$ cat config.mk
export PLATFORM = sky130hd
export DESIGN_NAME = seg_scan_display_seq
export DESIGN_NICKNAME = d
export VERILOG_FILES = /design/src/rtl/seg_pkg.sv /design/src/rtl/bin2bcd_seq.sv /design/src/rtl/seg_scan_display_seq.sv
export SDC_FILE = /design/constraint.sdc
export NUM_CORES = 1
export LEC_CHECK = 0
export CAP_MARGIN = 20
export CORE_MARGIN = 2
export CORE_UTILIZATION = 55
export DETAILED_ROUTE_END_ITERATION = 12
export PLACE_DENSITY = 0.75
export SLEW_MARGIN = 20
export SYNTH_ARGS = -nofsm -noshare
export SYNTH_HDL_FRONTEND = slang
export SYNTH_SLANG_ARGS = --single-unit
$ cat constraint.sdc
create_clock -name clk -period 21.9 [get_ports clk]
set_clock_uncertainty 0.05 [all_clocks]
set_input_delay 4.38 -clock clk [delete_from_list [all_inputs] [get_ports clk]]
set_output_delay 4.38 -clock clk [all_outputs]
set_load 0.02 [all_outputs]
$ cat src/rtl/seg_pkg.sv
// Shared types and constants for the scanned 7-segment display driver.
// Glyphs are active-low, bit order g..a.
package seg_pkg;

  typedef enum logic [1:0] {
    IDLE,
    CONV,
    LATCH
  } state_e;

  localparam int BCD_DIGITS = 5;
  localparam int MAX_DISP   = 9999;

  localparam logic [6:0] SEG_0     = 7'h40;
  localparam logic [6:0] SEG_1     = 7'h79;
  localparam logic [6:0] SEG_2     = 7'h24;
  localparam logic [6:0] SEG_3     = 7'h30;
  localparam logic [6:0] SEG_4     = 7'h19;
  localparam logic [6:0] SEG_5     = 7'h12;
  localparam logic [6:0] SEG_6     = 7'h02;
  localparam logic [6:0] SEG_7     = 7'h78;
  localparam logic [6:0] SEG_8     = 7'h00;
  localparam logic [6:0] SEG_9     = 7'h10;
  localparam logic [6:0] SEG_DASH  = 7'h3F;
  localparam logic [6:0] SEG_BLANK = 7'h7F;

  function automatic logic [6:0] seg_glyph(input logic [3:0] d);
    logic [6:0] g;
    case (d)
      4'd0:    g = SEG_0;
      4'd1:    g = SEG_1;
      4'd2:    g = SEG_2;
      4'd3:    g = SEG_3;
      4'd4:    g = SEG_4;
      4'd5:    g = SEG_5;
      4'd6:    g = SEG_6;
      4'd7:    g = SEG_7;
      4'd8:    g = SEG_8;
      4'd9:    g = SEG_9;
      default: g = SEG_BLANK;
    endcase
    return g;
  endfunction

  function automatic int bcd_value(
    input logic [4*BCD_DIGITS-1:0] b
  );
    int v;
    v = 0;
    for (int i = BCD_DIGITS - 1; i >= 0; i--)
      v = v * 10 + int'(b[4*i +: 4]);
    return v;
  endfunction

endpackage

$ cat src/rtl/bin2bcd_seq.sv
// Sequential 16-bit binary to 5-digit BCD converter (shift-add-3).
// One conversion takes 16 shift cycles plus one result cycle.
module bin2bcd_seq
  import seg_pkg::*;
(
  input  logic        clk,
  input  logic        rst,
  input  logic        start_i,
  input  logic [15:0] bin_i,
  output logic        busy_o,
  output logic        valid_o,
  output logic [19:0] bcd_o
);

  state_e      state_q, state_d;
  logic [35:0] sr_q, sr_d;
  logic [3:0]  cnt_q, cnt_d;
  logic        busy_q, busy_d;
  logic [35:0] adj;

  always_comb begin
    adj = sr_q;
    for (int i = 0; i < BCD_DIGITS; i++) begin
      if (sr_q[16+4*i +: 4] >= 4'd5)
        adj[16+4*i +: 4] = sr_q[16+4*i +: 4] + 4'd3;
    end
  end

  always_comb begin
    state_d = state_q;
    sr_d    = sr_q;
    cnt_d   = cnt_q;
    busy_d  = busy_q;
    unique case (state_q)
      IDLE: begin
        if (start_i) begin
          sr_d    = {20'b0, bin_i};
          cnt_d   = '0;
          busy_d  = 1'b1;
          state_d = CONV;
        end
      end
      CONV: begin
        sr_d  = {adj[34:0], 1'b0};
        cnt_d = cnt_q + 4'd1;
        if (cnt_q == 4'd15)
          state_d = LATCH;
      end
      LATCH: begin
        busy_d  = 1'b0;
        state_d = IDLE;
      end
      default: state_d = IDLE;
    endcase
  end

  always_ff @(posedge clk or negedge rst) begin
    if (!rst) begin
      state_q <= IDLE;
      sr_q    <= '0;
      cnt_q   <= '0;
      busy_q  <= 1'b0;
    end else begin
      state_q <= state_d;
      sr_q    <= sr_d;
      cnt_q   <= cnt_d;
      busy_q  <= busy_d;
    end
  end

  assign busy_o  = busy_q;
  assign valid_o = (state_q == LATCH);
  assign bcd_o   = sr_q[35:16];

endmodule

$ cat src/rtl/seg_scan_display_seq.sv
// Captures divider quotient, converts to BCD, scans 4 active-low digits.
// Option LEADING_ZERO_BLANK_EN blanks leading zero digits.
module seg_scan_display_seq
  import seg_pkg::*;
#(
  parameter int SCAN_DIV = 50000,
  parameter int DATA_W   = 16
) (
  input  logic              clk,
  input  logic              rst,
  input  logic              done,
  input  logic [DATA_W-1:0] y,
  output logic              busy,
  output logic              ovf,
  output logic [6:0]        out,
  output logic              led1,
  output logic              led2,
  output logic              led3,
  output logic              led4
);

  localparam int CW = (SCAN_DIV > 1) ? $clog2(SCAN_DIV) : 1;
  localparam logic [CW-1:0] SCAN_LAST = CW'(SCAN_DIV - 1);

  logic              done_q;
  logic              start_q;
  logic [DATA_W-1:0] y_q;
  logic              bcd_vld;
  logic [19:0]       bcd;

  logic [CW-1:0] cnt_q, cnt_d;
  logic [1:0]    idx_q, idx_d;
  logic [15:0]   disp_q, disp_d;
  logic          ovf_q, ovf_d;
  logic [6:0]    out_q, out_d;
  logic [3:0]    led_q;
  logic [3:0]    dig;
  logic          blank;

  // Edge detect costs one cycle; the start pulse is registered.
  always_ff @(posedge clk or negedge rst) begin
    if (!rst) begin
      done_q  <= 1'b0;
      start_q <= 1'b0;
      y_q     <= '0;
    end else begin
      done_q  <= done;
      start_q <= done & ~done_q;
      if (done & ~done_q)
        y_q <= y;
    end
  end

  bin2bcd_seq u_conv (
    .clk     (clk),
    .rst     (rst),
    .start_i (start_q),
    .bin_i   (y_q),
    .busy_o  (busy),
    .valid_o (bcd_vld),
    .bcd_o   (bcd)
  );

  always_comb begin
    cnt_d  = (cnt_q == SCAN_LAST) ? '0 : cnt_q + 1'b1;
    idx_d  = (cnt_q == SCAN_LAST) ? idx_q + 2'd1 : idx_q;
    disp_d = disp_q;
    ovf_d  = ovf_q;
    if (bcd_vld) begin
      ovf_d = bcd_value(bcd) > MAX_DISP;
      if (!ovf_d)
        disp_d = bcd[15:0];
    end
  end

  // Segments are computed from next-state so out and leds move together.
  always_comb begin
    dig   = disp_d[4*idx_d +: 4];
    blank = 1'b0;
`ifdef LEADING_ZERO_BLANK_EN
    unique case (idx_d)
      2'd3:    blank = (disp_d[15:12] == 4'd0);
      2'd2:    blank = (disp_d[15:8] == 8'd0);
      2'd1:    blank = (disp_d[15:4] == 12'd0);
      default: blank = 1'b0;
    endcase
`endif
    if (ovf_d)
      out_d = SEG_DASH;
    else if (blank)
      out_d = SEG_BLANK;
    else
      out_d = seg_glyph(dig);
  end

  always_ff @(posedge clk or negedge rst) begin
    if (!rst) begin
      cnt_q  <= '0;
      idx_q  <= '0;
      disp_q <= '0;
      ovf_q  <= 1'b0;
      out_q  <= SEG_0;
      led_q  <= 4'b1110;
    end else begin
      cnt_q  <= cnt_d;
      idx_q  <= idx_d;
      disp_q <= disp_d;
      ovf_q  <= ovf_d;
      out_q  <= out_d;
      led_q  <= ~(4'b0001 << idx_d);
    end
  end

  assign ovf  = ovf_q;
  assign out  = out_q;
  assign led1 = led_q[0];
  assign led2 = led_q[1];
  assign led3 = led_q[2];
  assign led4 = led_q[3];

endmodule

==> results of run 1 <==
flip-flops by register name, summed over array words and instances, names as in the netlist:
signal,flops
done_q,1
disp_q,16
out,7
u_conv.state_q,2
led_q,4
u_conv.busy_o,1
cnt_q,16
start_q,1
u_conv.sr_q,36
y_q,16
u_conv.cnt_q,4
idx_q,2
ovf,1
worst paths after layout:
path	start	endpoint	slack (ns)	cells after the start
max in group asynchronous	rst	u_conv.sr_q[3]	16.63	2
max	u_conv.sr_q[33]	out[4]	11.63	34
max reg2reg	u_conv.sr_q[33]	out[4]	11.63	34
min in group asynchronous	rst	ovf	3.95	1
min	u_conv.sr_q[1]	u_conv.sr_q[1]	0.43	2
min reg2reg	u_conv.sr_q[1]	u_conv.sr_q[1]	0.43	2
layer usage:
metal / vias up / GRT usage / wire length, µm
met2: 66 / 0.368 / 8070
li1: 3276 / - / -
met3: 18 / 0.0191 / 384
met4: 0 / 0.0620 / 205
met1: 3098 / 0.272 / 7560
met5: - / 0 / 0
worst reg2reg max path: cells and delay by family, from the launching register on:
| family | cells | cell delay, ns |
|---|---|---|
| flops | 1 | 0.43 |
| simple gates | 12 | 3.59 |
| mux | 2 | 0.76 |
| compound gates | 6 | 1.34 |
| xor+xnor | 4 | 0.88 |
| fa+ha+maj | 9 | 3.03 |
| buf+inv | 1 | 0.07 |
through the flow:
step / utilization / cells / setup slack (ns) / hold WS, ns / instance area, µm²
after floorplan: - / 914 / 12.48 / 0.395 / 8590
after global placement: 0.594 / 1112 / 11.93 / 0.409 / 9030
after detailed placement: 0.594 / 1112 / 11.64 / 0.421 / 9030
after CTS: 0.616 / 1128 / 11.62 / 0.437 / 9360
after global routing: 0.618 / 1129 / 10.86 / 0.465 / 9390
final: 0.618 / 1129 / 11.63 / 0.432 / 9390
synth_stat cells, drive strengths merged, types with 5 or more instances:
library cell / instances / area (µm²)
o211ai: 8 / 60.1
dfrtp: 103 / 2580
nand3: 26 / 130
a21o: 16 / 123
fa: 8 / 160
xor2: 29 / 254
or3: 6 / 46.3
a211oi: 8 / 75.1
ha: 103 / 1290
a2bb2oi: 5 / 61.3
o21bai: 10 / 75.1
mux2: 28 / 323
o21ai: 68 / 348
a21oi: 51 / 255
mux2i: 21 / 210
xnor2: 53 / 464
nand2: 84 / 323
nor2: 51 / 191
clkbuf: 19 / 81.3
nand2b: 10 / 62.6
inv: 61 / 229
nor2b: 12 / 75.1
nor3b: 7 / 52.6
nor3: 13 / 65.1
buf: 5 / 48.8
and2: 8 / 51.3
and3: 12 / 76.3
cells in the final DEF (no fill, tap or decap), drive strengths merged, types with 7 or more instances in the layout:
cell | Yosys | layout
a211oi | 8 | 8
a21o | 16 | 16
a21oi | 51 | 51
and2 | 8 | 8
and3 | 12 | 12
clkbuf | 19 | 11
clkdlybuf4s50 | 0 | 30
dfrtp | 103 | 103
fa | 8 | 8
ha | 103 | 103
inv | 61 | 62
mux2 | 28 | 28
mux2i | 21 | 21
nand2 | 84 | 84
nand2b | 10 | 10
nand3 | 26 | 26
nor2 | 51 | 51
nor2b | 12 | 12
nor3 | 13 | 13
nor3b | 7 | 7
o211ai | 8 | 8
o21ai | 68 | 68
o21bai | 10 | 10
xnor2 | 53 | 53
xor2 | 29 | 29
kinds of logic (layout without fill, tap and decap cells):
logic type | count (synthesis) | after routing | share of synthesized area
xor+xnor | 82 | 82 | 0.0836
flops | 107 | 107 | 0.312
simple gates | 257 | 257 | 0.153
fa+ha+maj | 111 | 111 | 0.169
compound gates | 216 | 216 | 0.169
other cells | 1 | 2 | 0.000437
mux | 52 | 52 | 0.0699
buf+inv | 87 | 114 | 0.0433
cell type report:
class / instances / area share
multi-input cells: 720 / 0.591
flip-flops and latches: 107 / 0.286
repair buffers: 36 / 0.0389
clock buffers: 11 / 0.0259
well taps: 188 / 0.0251
inverters: 62 / 0.0248
clock inverters: 5 / 0.00893
==> results.md, run 1 <==
Run status:
- The flow ran to the end, and the final reports show no timing, DRC or antenna violations.

Critical path:
- The kind of cell adding the most delay to the critical path is simple AND/OR/NAND/NOR gates.
- The nature of the critical path endpoint is a flip-flop.
- Together, buffers and inverters on the worst path number 1.
- The most common cell type on the critical path is sky130_fd_sc_hd__ha_1.
- Of all nets on the critical path, the largest fanout is 30.
- For this design, the slowest cell found on the critical path is sky130_fd_sc_hd__nor4_1.
- The maximum cell stage delay along the critical path is 0.61 ns.
- At the worst endpoint, the arrival time is 10.44 ns.
- The critical path data required time is 22.07 ns.
- The worst setup path is of the flip-flop to flip-flop kind.
- The kind of start point of the critical path is a flip-flop.

Timing:
- For the pin with the worst max-slew slack, the measured transition is 0.829 ns.
- The total negative setup slack is 0 ns.
- Headroom to the max-slew limit came out at 0.448.
- The maximum achievable frequency is 97.4 MHz.
- The total count of hold-check failures in the final report is 0.
- Dividing the final minimum period by the clock period gives 0.469.
- The final setup violation count is 0.
- The worst path in the final design needs a cycle of 10.27 ns, including I/O delays and setup.
- The max-slew violation count is 0.
- Setup repair after global routing left no endpoint under its margin.

Cells and area:
- The filler cells instantiated in the layout total 1293.
- The combined flip-flop and latch cell area is 0.00268 mm².
- For this run, the post-layout net count is 1066.
- The number of diodes is 0.
- In the final layout, the share of cells above drive strength 1 is 0.0935.
- Compared with the post-synthesis result, the final layout area differs by 9.36%.
- The area of the multi-input gates is 0.00555 mm².

Drt:
- Dividing the detail-routed via count by the number of cells gives 5.72.
- The post-detailed-route count of antenna-violating nets is 0.
- The post-route DRC violation count is 0.
- The routed layout has 6458 vias.
- The wire length per cell is 14.4 µm.
- The detailed-routing iteration count for the pre-antenna-repair pass is 6.
- The DRC violation total after the first TritonRoute iteration is 325.
- The wire length reported by the detailed router is 16.2 mm.

Clock network:
- The number of post-CTS setup repair buffers is 0.
- TritonCTS built the clock tree.
- Clock tree synthesis inserted a total of 9 buffers.
- The tree built by TritonCTS fans out to 107 sinks.
- The number of levels the H-tree was split into is 3.
- After clock tree synthesis, the repair step resized 0 gates.
- The number of hold buffers added after cts is 0.
- Clock-pin slew was measured on the worst setup and hold paths at 0.07 ns.
- The buffer depth of the longest clock path is 2.
- For the worst-skew pair, the clock arrives at the later sink with an insertion delay of 0.35 ns.
- The tree is rooted in a sky130_fd_sc_hd__clkbuf_16.

Placement:
- Buffers placed on the I/O ports in this run total 31.
- At the end of routability-driven placement, the weighted congestion stood at 0.876.
- Detailed placement finished with a half-perimeter wire length of 12.3 mm.

Die:
- The number of rows created at floorplan is 45.
- The floorplan die height is 129 µm.
- The die covers 0.0166 mm².
- The initial standard-cell utilization of the core is 0.565.
- 32 I/O pins were placed.
- The area of the core is 0.0152 mm².
- The die is 129 µm wide.

Synth:
- Synthesis produced 913 cells.
- In this run, synthesis inferred 0 flip-flops with an integrated enable.
- For this run, the leading register cell type out of synthesis is sky130_fd_sc_hd__dfrtp_1.
- The number of warnings issued by yosys is 0.
- The number of library cell types mapped by synthesis is 85.
- The mapped netlist covers 0.00859 mm².
- The mean instance size in the synthesized netlist is 9.40 µm².
- The share of flip-flops with an asynchronous set or reset is 1.00.
- The fraction of the yosys area taken by sequential cells is 0.312.
- Counting flops and latches in the post-synthesis netlist gives 107.

Global route:
- The number of antenna violations at the first check in global routing is 0.
- For this run, the total global-route usage over all layers was measured as 0.208.
- The via count of the first global-routing pass is 6323.
- Summed over all layers, the global routing overflow is 0.
- Entering global routing, the biggest net connects 68 pins.
- The first global-routing pass estimated 28.6 mm of wire.

Min path:
- In this run the worst hold path is classified as flip-flop to flip-flop.

Job:
- Across the run, the number of max-cap violations was 0.
Power of run 1 is left out: the tool's default activity adds up to more than one toggle a clock period on the data nets, which glitch-free logic cannot reach.
==> run 2, diff against run 1 <==
--- a/config.mk
+++ b/config.mk
@@ -9,7 +9,7 @@
 export CORE_MARGIN = 2
 export CORE_UTILIZATION = 55
 export DETAILED_ROUTE_END_ITERATION = 12
-export PLACE_DENSITY = 0.75
+export PLACE_DENSITY = 0.78
 export SLEW_MARGIN = 20
 export SYNTH_ARGS = -nofsm -noshare
 export SYNTH_HDL_FRONTEND = slang
==> constraint.sdc (replaced) <==
create_clock -name clk -period 8.88 [get_ports clk]
set_clock_uncertainty 0.05 [all_clocks]
set_input_delay 1.776 -clock clk [delete_from_list [all_inputs] [get_ports clk]]
set_output_delay 1.776 -clock clk [all_outputs]
set_load 0.02 [all_outputs]
==> results.md, run 2 (synthesis gave the netlist of run 1 again) <==
Drt:
- Using the TritonRoute via totals, the vias-per-cell ratio works out to 5.87.
- For this block, the routed nets add up to 21.2 mm of wire.
- The post-route DRC violation count is 0.
- The post-detailed-route count of antenna-violating nets is 0.
- The detailed-routing iteration count for the pre-antenna-repair pass is 4.
- The DRC violation total after the first TritonRoute iteration is 451.
- The number of vias after detailed routing is 7327.
- After detailed routing, the average wire length per cell comes to 17.0 µm.

Cells and area:
- For this run, the post-layout net count is 1185.
- The fraction of final layout cells with drive strength greater than 1 is 0.322.
- The leading cell type in the layout, fill and taps excluded is sky130_fd_sc_hd__buf_4.
- The top cell types in the final layout, fill and taps aside, are sky130_fd_sc_hd__buf_4 (120), sky130_fd_sc_hd__dfrtp_1 (103), sky130_fd_sc_hd__nand2_1 (79).
- The register with the most flip-flops in the layout has 36 of them.
- The number of diodes is 0.
- The register with the most flip-flops in the final layout is u_conv.sr_q.
- The total of fill cells in the finished design is 992.
- The area growth from synthesis to layout is 32.8%.

Placement:
- The count of buffers inserted at the top-level ports is 31.
- The half-perimeter wire length after detailed placement is 14.2 mm.
- The routability congestion estimate from global placement is 0.861.

Timing:
- The total count of hold-check failures in the final report is 0.
- The worst slew margin relative to its limit is 0.460.
- The max-slew violation count is 0.
- The total negative setup slack is -0.160 ns.
- Setup repair after global routing could not meet its margin everywhere.
- The clock period minus final worst setup slack is 9.04 ns.
- The worst-case setup margin in the final layout is -0.160 ns.
- The final setup violation count is 1.
- Of the available clock period, the critical path in the final layout requires 1.02.
- At the pin with the least slew margin, the transition time is 0.810 ns.
- The maximum achievable frequency is 111 MHz.

Clock network:
- The number of buffers added by the clock tree synthesis step is 9.
- The H-tree was split into 3 levels.
- TritonCTS built the clock tree.
- The buffer depth of the longest clock path is 2.
- The TritonCTS sink count is 107.
- At the later pin of the worst-skew pair, clock insertion delay measures 0.37 ns.
- The clock-pin slew of the registers on the worst-case setup and hold paths is 0.08 ns.
- The cell sitting at the root of the clock tree is a sky130_fd_sc_hd__clkbuf_16.

Critical path:
- The type of the worst setup path is flip-flop to flip-flop.
- The kind of cell adding the most delay to the critical path is adder cells.
- The buffering stage count on the worst path with inverters included is 3.
- STA classifies the critical path startpoint as a flip-flop.
- The nature of the critical path endpoint is a flip-flop.
- The largest driver fanout on the critical path is 8.
- STA puts the critical path data arrival time at 9.24 ns.
- The most common cell type on the critical path is sky130_fd_sc_hd__ha_4.
- The maximum cell stage delay along the critical path is 0.59 ns.
- STA puts the critical path data required time at 9.08 ns.
- The largest individual stage delay along the critical path comes from the cell sky130_fd_sc_hd__fa_2.

Run status:
- The final reports fail on negative setup slack.
- The flow ran to the end, but the final reports show violations.

Min path:
- The path type of the worst min-delay path is flip-flop to flip-flop.

Die:
- For this configuration, the core starts out at a cell density of 0.565.
- After floorplanning, the core was sized to cover 0.0152 mm².
- The number of rows created at floorplan is 45.
- The floorplan die height is 129 µm.
- The area enclosed by the die boundary is 0.0166 mm².
- The die extent in x is 129 µm.
- The count of boundary I/O pins is 32.

Global route:
- The total grt overflow is 0.
- For this run, the total global-route usage over all layers was measured as 0.254.
- The first-pass GRT wire length is 34.1 mm.
- The number of antenna violations at the first check in global routing was 0.
- The via count of the first global-routing pass was 7469.
- Entering global routing, the biggest net connects 67 pins.

Job:
- The tool flagged a number of max-cap violations equal to 0.
==> run 2: changes by cell type in the layout (fill, tap and decap cells not counted), sizes merged <==
cell	previous run	this run
buf	6	125
inv	62	65
clkbuf	11	9
clkinv	1	3
clkinvlp	2	0
bufinv	2	1
==> run 2: final cells by class <==
| type | instances | area (µm²) | share of cell area |
|---|---|---|---|
| Clock buffer | 9 | 225 | 0.0198 |
| Clock inverter | 7 | 113 | 0.00988 |
| Inverter | 62 | 240 | 0.0211 |
| Multi-Input combinational cell | 720 | 6630 | 0.582 |
| Sequential cell | 107 | 2680 | 0.235 |
| Tap cell | 188 | 235 | 0.0206 |
| Timing Repair Buffer | 155 | 1270 | 0.112 |
==> run 2: layer usage <==
metal / GRT usage / up-vias / wire, µm
met4: 0.0799 / 0 / 499
met3: 0.0387 / 48 / 809
li1: - / 3510 / -
met1: 0.305 / 3596 / 8570
met2: 0.467 / 173 / 11300
met5: 0 / - / 0
==> run 2: per-stage QoR <==
stage | setup WS [ns] | cell area (µm²) | hold WS (ns) | cells | utilization
2_1_floorplan | 0.00675 | 8790 | 0.395 | 914 | -
3_3_place_gp | -0.0965 | 9950 | 0.379 | 1209 | 0.655
3_5_place_dp | -0.359 | 9950 | 0.402 | 1209 | 0.655
4_1_cts | -0.0813 | 10800 | 0.416 | 1237 | 0.710
5_1_grt | -0.461 | 11400 | 0.418 | 1248 | 0.750
6_report | -0.160 | 11400 | 0.413 | 1248 | 0.750
==> run 2: worst reg2reg max path: cells and delay by family, from the launching register on <==
kind	cells	cell delay, ns
AOI/OAI and AO/OA	11	1.73
xor gates and xnor gates	4	0.88
adders and majority gates	10	2.78
buffers and inverters	3	0.30
DFF	1	0.42
muxes	2	0.71
and+or+nand+nor	10	2.07
==> run 2: worst paths after layout <==
kind	slack [ns]	cells past startpoint	endpoint	from
setup / recovery	-0.16	40	out[4]	u_conv.sr_q[35]
hold / removal	0.41	1	start_q	done_q
setup reg to reg	-0.16	40	out[4]	u_conv.sr_q[35]
hold reg to reg	0.41	1	start_q	done_q
max in group asynchronous	6.22	2	cnt_q[10]	rst
min in group asynchronous	1.34	1	idx_q[1]	rst
==> run 2: what timing repair did <==
| item | in CTS | in global routing |
|---|---|---|
| pin swaps | 59 | 76 |
| hold buffers | 0 | 0 |
| setup buffers | 13 | 11 |
| setup endpoints to repair | 7 | 7 |
| resized for setup | 75 | 91 |
Power of run 2 is left out for the same reason.
